File: config.mk
export PLATFORM = sky130hd
export DESIGN_NAME = clk_gate_sched
export DESIGN_NICKNAME = d
export VERILOG_FILES = /design/src/rtl/clk_gate_sched.sv
export SDC_FILE = /design/constraint.sdc
export NUM_CORES = 1
export LEC_CHECK = 0
export CAP_MARGIN = 20
export CORE_ASPECT_RATIO = 0.5
export CORE_MARGIN = 4
export CORE_UTILIZATION = 65
export CTS_CLUSTER_SIZE = 30
export DETAILED_ROUTE_END_ITERATION = 16
export GPL_TIMING_DRIVEN = 0
export PLACE_DENSITY = 0.92
export SLEW_MARGIN = 20
export SYNTH_ARGS = -nofsm -noshare
export SYNTH_HDL_FRONTEND = slang
export SYNTH_SLANG_ARGS = --single-unit
export TNS_END_PERCENT = 50
File: constraint.sdc
create_clock -name clk -period 9 [get_ports clk]
set_input_delay 0.9 -clock clk [delete_from_list [all_inputs] [get_ports clk]]
set_output_delay 0.9 -clock clk [all_outputs]
set_load 0.005 [all_outputs]
File: src/rtl/clk_gate_sched.sv
// clk_gate_sched: drives GATE enables of per-bank clock-gate cells.
// Demand-driven wake, idle hysteresis, power-budget cap with preemption.
module clk_gate_sched #(
  parameter int NUM_BANKS   = 4,
  parameter int MAX_ON      = 2,
  parameter int WAKE_CYCLES = 1,
  parameter int IDLE_CYCLES = 8,
  parameter int CNT_W       = 4
) (
  input  logic                           clk,
  input  logic                           rst,
  input  logic [NUM_BANKS-1:0]           req,
  input  logic                           force_on,
  output logic [NUM_BANKS-1:0]           gate_en,
  output logic [NUM_BANKS-1:0]           ready,
  output logic [$clog2(NUM_BANKS+1)-1:0] on_count
);

  localparam int OCW = $clog2(NUM_BANKS + 1);
  localparam int PW  = (NUM_BANKS > 1) ? $clog2(NUM_BANKS) : 1;

  localparam logic [OCW-1:0]   MAX_C   = OCW'(MAX_ON);
  localparam logic [OCW-1:0]   ALL_C   = OCW'(NUM_BANKS);
  localparam logic [CNT_W-1:0] WAKE_LD = CNT_W'(WAKE_CYCLES);
  localparam logic [CNT_W-1:0] IDLE_LD = CNT_W'(IDLE_CYCLES);
  localparam logic [CNT_W-1:0] CNT_ONE = CNT_W'(1);

  typedef enum logic [1:0] {
    S_OFF,
    S_WAKE,
    S_ON,
    S_LINGER
  } st_e;

  st_e              st_q  [NUM_BANKS];
  st_e              st_d  [NUM_BANKS];
  logic [CNT_W-1:0] cnt_q [NUM_BANKS];
  logic [CNT_W-1:0] cnt_d [NUM_BANKS];

  logic [PW-1:0]        ptr_q, ptr_d;
  logic                 force_q;
  logic [NUM_BANKS-1:0] gate_q, gate_d;
  logic [NUM_BANKS-1:0] rdy_q, rdy_d;
  logic [OCW-1:0]       oc_q, oc_d;

  logic [OCW-1:0]       busy;
  logic [NUM_BANKS-1:0] off_req;
  logic [NUM_BANKS-1:0] lin_idle;
  logic                 can_gnt;
  logic                 gnt_ok;
  logic [PW-1:0]        gnt_idx;
  logic [PW-1:0]        ptr_nxt;
  logic                 pre_ok;
  logic [PW-1:0]        pre_idx;
  logic                 preempt;
  int                   idx;

  always_comb begin
    busy     = '0;
    off_req  = '0;
    lin_idle = '0;
    for (int i = 0; i < NUM_BANKS; i++) begin
      if (st_q[i] != S_OFF) busy = busy + OCW'(1);
      off_req[i]  = (st_q[i] == S_OFF) && req[i];
      lin_idle[i] = (st_q[i] == S_LINGER) && !req[i];
    end
  end

  // Round-robin search over OFF requesters, starting at the pointer.
  always_comb begin
    can_gnt = busy < MAX_C;
    gnt_ok  = 1'b0;
    gnt_idx = '0;
    idx     = 0;
    for (int k = 0; k < NUM_BANKS; k++) begin
      idx = (int'(ptr_q) + k) % NUM_BANKS;
      if (can_gnt && !gnt_ok && off_req[PW'(idx)]) begin
        gnt_ok  = 1'b1;
        gnt_idx = PW'(idx);
      end
    end
    ptr_nxt = (int'(gnt_idx) == NUM_BANKS - 1) ? '0
            : gnt_idx + PW'(1);
  end

  // A lingering bank whose req is back is about to reopen; never evict it.
  always_comb begin
    pre_ok  = 1'b0;
    pre_idx = '0;
    for (int i = NUM_BANKS - 1; i >= 0; i--) begin
      if (lin_idle[i]) begin
        pre_ok  = 1'b1;
        pre_idx = PW'(i);
      end
    end
    preempt = (busy == MAX_C) && (|off_req) && pre_ok;
  end

  always_comb begin
    st_d  = st_q;
    cnt_d = cnt_q;
    ptr_d = ptr_q;
    if (!force_on && force_q) begin
      for (int i = 0; i < NUM_BANKS; i++) begin
        st_d[i]  = S_OFF;
        cnt_d[i] = '0;
      end
    end else if (!force_on) begin
      if (gnt_ok) ptr_d = ptr_nxt;
      for (int i = 0; i < NUM_BANKS; i++) begin
        unique case (st_q[i])
          S_OFF: begin
            if (gnt_ok && int'(gnt_idx) == i) begin
              st_d[i]  = S_WAKE;
              cnt_d[i] = WAKE_LD;
            end
          end
          S_WAKE: begin
            if (cnt_q[i] <= CNT_ONE) st_d[i] = S_ON;
            else cnt_d[i] = cnt_q[i] - CNT_ONE;
          end
          S_ON: begin
            if (!req[i]) begin
              st_d[i]  = S_LINGER;
              cnt_d[i] = IDLE_LD;
            end
          end
          S_LINGER: begin
            if (req[i]) begin
              st_d[i] = S_ON;
            end else if (preempt && int'(pre_idx) == i) begin
              st_d[i] = S_OFF;
            end else if (cnt_q[i] <= CNT_ONE) begin
              st_d[i] = S_OFF;
            end else begin
              cnt_d[i] = cnt_q[i] - CNT_ONE;
            end
          end
          default: st_d[i] = S_OFF;
        endcase
      end
    end
  end

  always_comb begin
    gate_d = '0;
    rdy_d  = '0;
    oc_d   = '0;
    for (int i = 0; i < NUM_BANKS; i++) begin
      gate_d[i] = st_d[i] != S_OFF;
      rdy_d[i]  = (st_d[i] == S_ON) || (st_d[i] == S_LINGER);
      if (gate_d[i]) oc_d = oc_d + OCW'(1);
    end
    if (force_on) begin
      gate_d = '1;
      rdy_d  = '1;
      oc_d   = ALL_C;
    end
  end

  always_ff @(posedge clk) begin
    if (rst) begin
      for (int i = 0; i < NUM_BANKS; i++) begin
        st_q[i]  <= S_OFF;
        cnt_q[i] <= '0;
      end
      ptr_q   <= '0;
      force_q <= 1'b0;
      gate_q  <= '0;
      rdy_q   <= '0;
      oc_q    <= '0;
    end else begin
      st_q    <= st_d;
      cnt_q   <= cnt_d;
      ptr_q   <= ptr_d;
      force_q <= force_on;
      gate_q  <= gate_d;
      rdy_q   <= rdy_d;
      oc_q    <= oc_d;
    end
  end

  assign gate_en  = gate_q;
  assign ready    = rdy_q;
  assign on_count = oc_q;

endmodule

==> Word-level counts from Yosys, hierarchy flattened <==
Cells that the tools add are included.
{ "word_totals": {"regBits": 38, "inputBits": 7} }
{ "classes": {"addsub": 14, "order_cmp": 9, "eq_ne": 43, "n_mux": 94, "n_bitwise": 2, "n_reduce_logical": 60} }
{ "ops": {"columns": ["operator", "n"], "rows": [
  ["4-bit 2-to-1 mux", 22],
  ["2-bit 2-to-1 mux", 33],
  ["4-bit case mux with 4 select lines", 4],
  ["2-bit equality test, second input constant", 20],
  ["2-bit case mux with 4 select lines", 4],
  ["1-bit logical AND", 26],
  ["2-bit inequality test, second input constant", 12],
  ["3-bit 2-to-1 mux", 7],
  ["5-bit AND reduction", 4],
  ["3-bit by 1-bit adder with 3-bit output, second input constant", 6],
  ["1-bit 2-to-1 mux", 18],
  ["4-bit by 1-bit less-or-equal comparator with 1-bit output, second input constant", 4],
  ["2-bit by 4-bit < comparator with 1-bit output, second input constant", 4],
  ["8-bit 2-to-1 mux", 2],
  ["2-bit nonzero test", 8],
  ["4-bit by 1-bit subtractor with 4-bit output, second input constant", 4],
  ["2-bit by 1-bit equality test with 1-bit output, second input constant", 6],
  ["2-bit logical NOT", 6],
  ["1-bit binary-select mux with 2-bit select", 4],
  ["1-bit logical NOT", 8],
  ["2-bit by 1-bit inequality test with 1-bit output, second input constant", 4],
  ["2-bit by 1-bit adder with 2-bit output, second input constant", 2],
  ["2-bit adder, second input constant", 2],
  ["1-bit logical OR", 4],
  ["other kinds (6)", 8]
]} }

==> Longest topological paths before layout <==
{ "depth": {"word_depth": 38, "mapped_depth": 23, "mapped_depth_nobuf": 22} }

==> Least setup slack after synthesis <==
Ideal clock, no wire load.
{ "synth_path": {"path_kind": "reg2reg", "startpoint": "register st_q[6] in the netlist's numbering", "endpoint": "register oc_q[2] (netlist: on_count[2])", "setup_time_ps": 74, "t_arrival_ps": 4878, "t_required_ps": 8926, "slack_ps": 4048, "path_stages_with_launch": 21, "path_buffers": 1, "period_less_slack_ps": 4952, "cell_sequence": "dfxtp_1 clkbuf_1 or2_2 ha_1 nor3_1 a21oi_1 ha_1 nor4_1 a211o_1 inv_1 a2111oi_0 nor2_1 ha_1 a41o_1 and3_1 or3_1 ha_1 xnor2_1 ha_1 a211o_1 a31oi_1"} }
{ "synth_between": {"elab_chain_cells": 38, "elab_cells_between_ends": 100, "cone_classes": "add/sub (6); order compare (1); eq/ne (10); mux (52); reduce/logical (31)"} }
{ "synth_lines": {"columns": ["element", "line", "text"], "rows": [
  ["start: declaration", "35", "st_e st_q [NUM_BANKS];"],
  ["start signal: assignment", "173", "st_q <= st_d;"],
  ["2-bit nonzero test", "63", "if (st_q[i] != S_OFF) busy = busy + OCW'(1);"],
  ["1-bit 2-to-1 mux", "63", null],
  ["3-bit by 1-bit adder with 3-bit output", "63", null],
  ["3-bit 2-to-1 mux", "63", null],
  ["3-bit by 1-bit adder with 3-bit output", "63", null],
  ["3-bit 2-to-1 mux", "63", null],
  ["3-bit by 1-bit adder with 3-bit output", "63", null],
  ["3-bit 2-to-1 mux", "63", null],
  ["(+22 left out)", null, null],
  ["1-bit 2-to-1 mux", "152", "if (gate_d[i]) oc_d = oc_d + OCW'(1);"],
  ["3-bit by 1-bit adder with 3-bit output", "152", null],
  ["3-bit 2-to-1 mux", "152", null],
  ["3-bit by 1-bit adder with 3-bit output", "152", null],
  ["3-bit 2-to-1 mux", "152", null],
  ["3-bit by 1-bit adder with 3-bit output", "152", null],
  ["3-bit 2-to-1 mux (*)", "152", null],
  ["3-bit 2-to-1 mux (*)", "154", "if (force_on) begin"],
  ["end signal: assignment", "171", "oc_q <= '0;"],
  ["end signal: assignment", "179", "oc_q <= oc_d;"],
  ["end: declaration", "44", "logic [OCW-1:0] oc_q, oc_d;"]
]} }
Mark *: on every way between the ends. The rest lies on a longest branch, timed or not. The select of a mux whose other input is x is not followed.
A chain may end at the register's enable or synchronous reset.

==> Worst setup path in the final report <==
Ends and elaborated chain as after synthesis.

==> flow_summary.toml <==
[cells_and_area]
nets = 421
area.growth.synth_to_final_pct = 10.8
antenna_cells = 0
post_route_cells_drive_above_1_share_pct = 8.06
finish.cell_count_without_fillers = 451

[clock_network]
root_buffer = "clkbuf_8"
cts_made_buffers = 5
clock-sinks = 38
postCtsSetupBuffers = 0
cts_htree_levels = 2
cts_hold_repair.buffers = 0
tritoncts_clock_tree = "done"
cts_resized = 0
insertion_delay_ns = 0.29
cts-root-to-sink-buffers = 2
clock_slew_at_the_register_clock_pins_of_the_worst_setup_and_hold_paths_ns = 0.07

[drt]
routed_wire_length_per_instance_um = 19.0
routed-via-count = 3079
postRouteWirelength_um = 8560
ant_nets = 0
drt_pre_antenna_iters = 6
drc = 0
post_drt_via_cell_ratio = 6.83
initial_drc_count = 343

[placement]
gpl.final_weighted_congestion = 1.01
numPlacedInstances = 445
place.port_buffers = 16
detailed_place_hpwl_um = 6510
pre_cts_ws_ns = 3.37

[logic_synthesis]
synth_top_cell_area_share_pct = 26.4
synth_fp_nets = 398
yosysMostFrequentCell = "nor2_1"
postSynth.topFlopCell = "dfxtp_1"
yosys.cell_types.count = 72
ys_warn_count = 0
netlist_top_cells_area = "dfxtp_1 26%, ha_1 6.9%, nor2_1 5.9%"
synth.yosys.seq_area_share_pct = 26.4
synth_top_cells_by_count = "45 x nor2_1, 38 x dfxtp_1, 25 x a21oi_1"
ys_ff_latch = 38
synth_enable_flop_cells = 0
largest_area_contributor_in_the_netlist = "dfxtp_1"
synth.cell_area_um2 = 2890
post_synth_inst_count = 375
post_synth.cell_area_avg_um2 = 7.69
postSynth.asyncResetShare_pct = 0

[timing]
timing.setup.tns_ns = 0
top_achievable_clock_speed_mhz = 169
period_needed_ns = 5.91
worst_slew_pin_slew_ns = 0.957
rsz0062_at_grt = "no"
slew-limit-headroom_pct = 35.3
hold_slack_ns = 0.495
timing.final.setup_violations = 0
hold_viol = 0
maxSlewViolCount = 0
post_route_worst_setup_slack_ns = 3.09
final.setup_skew_ns = 0.00651
post-route-period-util_pct = 65.7

[floorplanning]
initial_utilization_pct = 70.6
die_h_um = 55.1
floorplan.io_pins = 18
die_w_um = 102
coreArea_um2 = 4080
die-area_um2 = 5630
fp-row-count = 16

[power]
total_leakage_power_uw = 0.00124
power_density_nw_per_um2 = 284
irDropWorstVdd_mv = 0.137
finalPower_uw = 908

[setup_path]
setup_crit_start = "st_q[6]$_SDFF_PP0_"
reg2reg_launch_point = "st_q[6]$_SDFF_PP0_"
timing.critical_path.arrival_ns = 6.13
setup.worst_path.end = "on_count[2]$_SDFF_PP0_"
setup.reg_to_reg.worst_slack_ns = 3.09
rr_worst_depth = 20
worstSetupEndpointType = "flip-flop"
worst-endpoint-required_ns = 9.22
worstSetupPathType = "flip-flop to flip-flop"
regToRegEndpoint = "on_count[2]$_SDFF_PP0_"
cp_max_fo = 10
worstSetupStartpointType = "flip-flop"

[global_routing]
maximum_number_of_pins_on_one_net_before_global_route_repair = 11
grt_pass1_vias = 2704
grt_antenna_before_repair = 0
track_usage_pct = 31.1
wire_length_of_the_first_global_routing_pass_um = 13100
gr-total-overflow = 0

[worst_hold_path]
hold_path_class = "flip-flop to flip-flop"
worst_hold_startpoint = "cnt_q[7]$_SDFFE_PP0P_"

[job]
cap_viol_max_count = 0

[run_status]
run_status = "complete, no violations"
-- cells in the final DEF (no fill, tap or decap), drive strengths merged, types with 3 or more instances in the layout --
cell type and instances:
nand4b 3, a211oi 4, o2111ai 3, buf 10, a211o 5, clkdlybuf4s50 16
or3b 7, nor4 6, a31o 4, or3 5, o31a 5, mux2i 3
o21ai 21, nand3 7, inv 23, clkbuf 21, or2 7, a32oi 3
ha 16, nand4 5, nand3b 3, dfxtp 38, o21a 4, nor2b 8
nor3 15, o31ai 5, o211ai 3, nor2 45, a221oi 3, o211a 3
nand2 22, a31oi 6, and3 4, a21oi 25
-- power by group --
group / switching [uW] / internal, uW / total [uW] / leakage, uW
Combinational: 323 / 245 / 568 / 0.000889
Sequential: 24.1 / 200 / 224 / 0.000311
Clock: 57.3 / 59.1 / 116 / 0.0000431
Total: 405 / 503 / 908 / 0.00124
-- area by class of cell --
| cell class | instances | area, um^2 |
|---|---|---|
| flip-flops and latches | 38 | 761 |
| fillers | 307 | 888 |
| repair buffers | 16 | 160 |
| inverters | 23 | 86.3 |
| plain buffers | 25 | 118 |
| multi-input cells | 289 | 1920 |
| clock buffers | 6 | 82.6 |
| well taps | 54 | 67.6 |
-- worst max-delay path, stage by stage, from the launching register on --
cell	delay [ns]
dfxtp_1	0.34
clkbuf_1	0.22
or2_2	0.38
ha_1	0.28
nor3_1	0.30
a21oi_1	0.07
ha_1	0.35
nor4_1	0.39
a211o_1	0.29
inv_1	0.12
a2111oi_0	0.70
nor2_1	0.17
ha_1	0.25
a41o_1	0.27
and3_1	0.21
or3_1	0.39
ha_1	0.36
xnor2_1	0.15
ha_1	0.19
a211o_1	0.26
a31oi_1	0.16
-- sequential cells by signal (all words and copies together), names as in the netlist --
| register | count |
|---|---|
| ready | 4 |
| cnt_q | 16 |
| on_count | 3 |
| st_q | 8 |
| force_q | 1 |
| gate_en | 4 |
| ptr_q | 2 |
-- cells by family after synthesis --
| family | after synthesis | share of synthesized area [%] |
|---|---|---|
| and+or+nand+nor | 147 | 27.6 |
| muxes | 4 | 1.43 |
| xor gates and xnor gates | 4 | 1.69 |
| buffers and inverters | 48 | 7.07 |
| DFF | 38 | 26.4 |
| adders and majority gates | 16 | 6.94 |
| AOI/OAI and AO/OA | 118 | 28.9 |
-- how the worst min path moves through the flow --
stage                                   endpoint  cells after the start
after floorplan           cnt_q[11]$_SDFFE_PP0P_                      2
after global placement    cnt_q[11]$_SDFFE_PP0P_                      2
after detailed placement  cnt_q[11]$_SDFFE_PP0P_                      2
after CTS                 cnt_q[11]$_SDFFE_PP0P_                      2
after global routing      cnt_q[11]$_SDFFE_PP0P_                      2
final                      cnt_q[7]$_SDFFE_PP0P_                      2
-- per-layer routing --
metal	share of wire (%)	wire (um)	GRT usage, %
met5	0	0	0
met3	12	1060	8.89
met4	2.0	172	11.3
met1	43	3700	41.3
met2	42	3630	48.9
-- through the flow --
stage                     util [%]  area [um^2]
after floorplan                  -         2890
after global placement        76.2         3110
after detailed placement      76.2         3110
after CTS                     78.2         3200
after global routing          78.2         3200
final                         78.2         3200
Note: power is estimated with default switching activity, not from simulation.
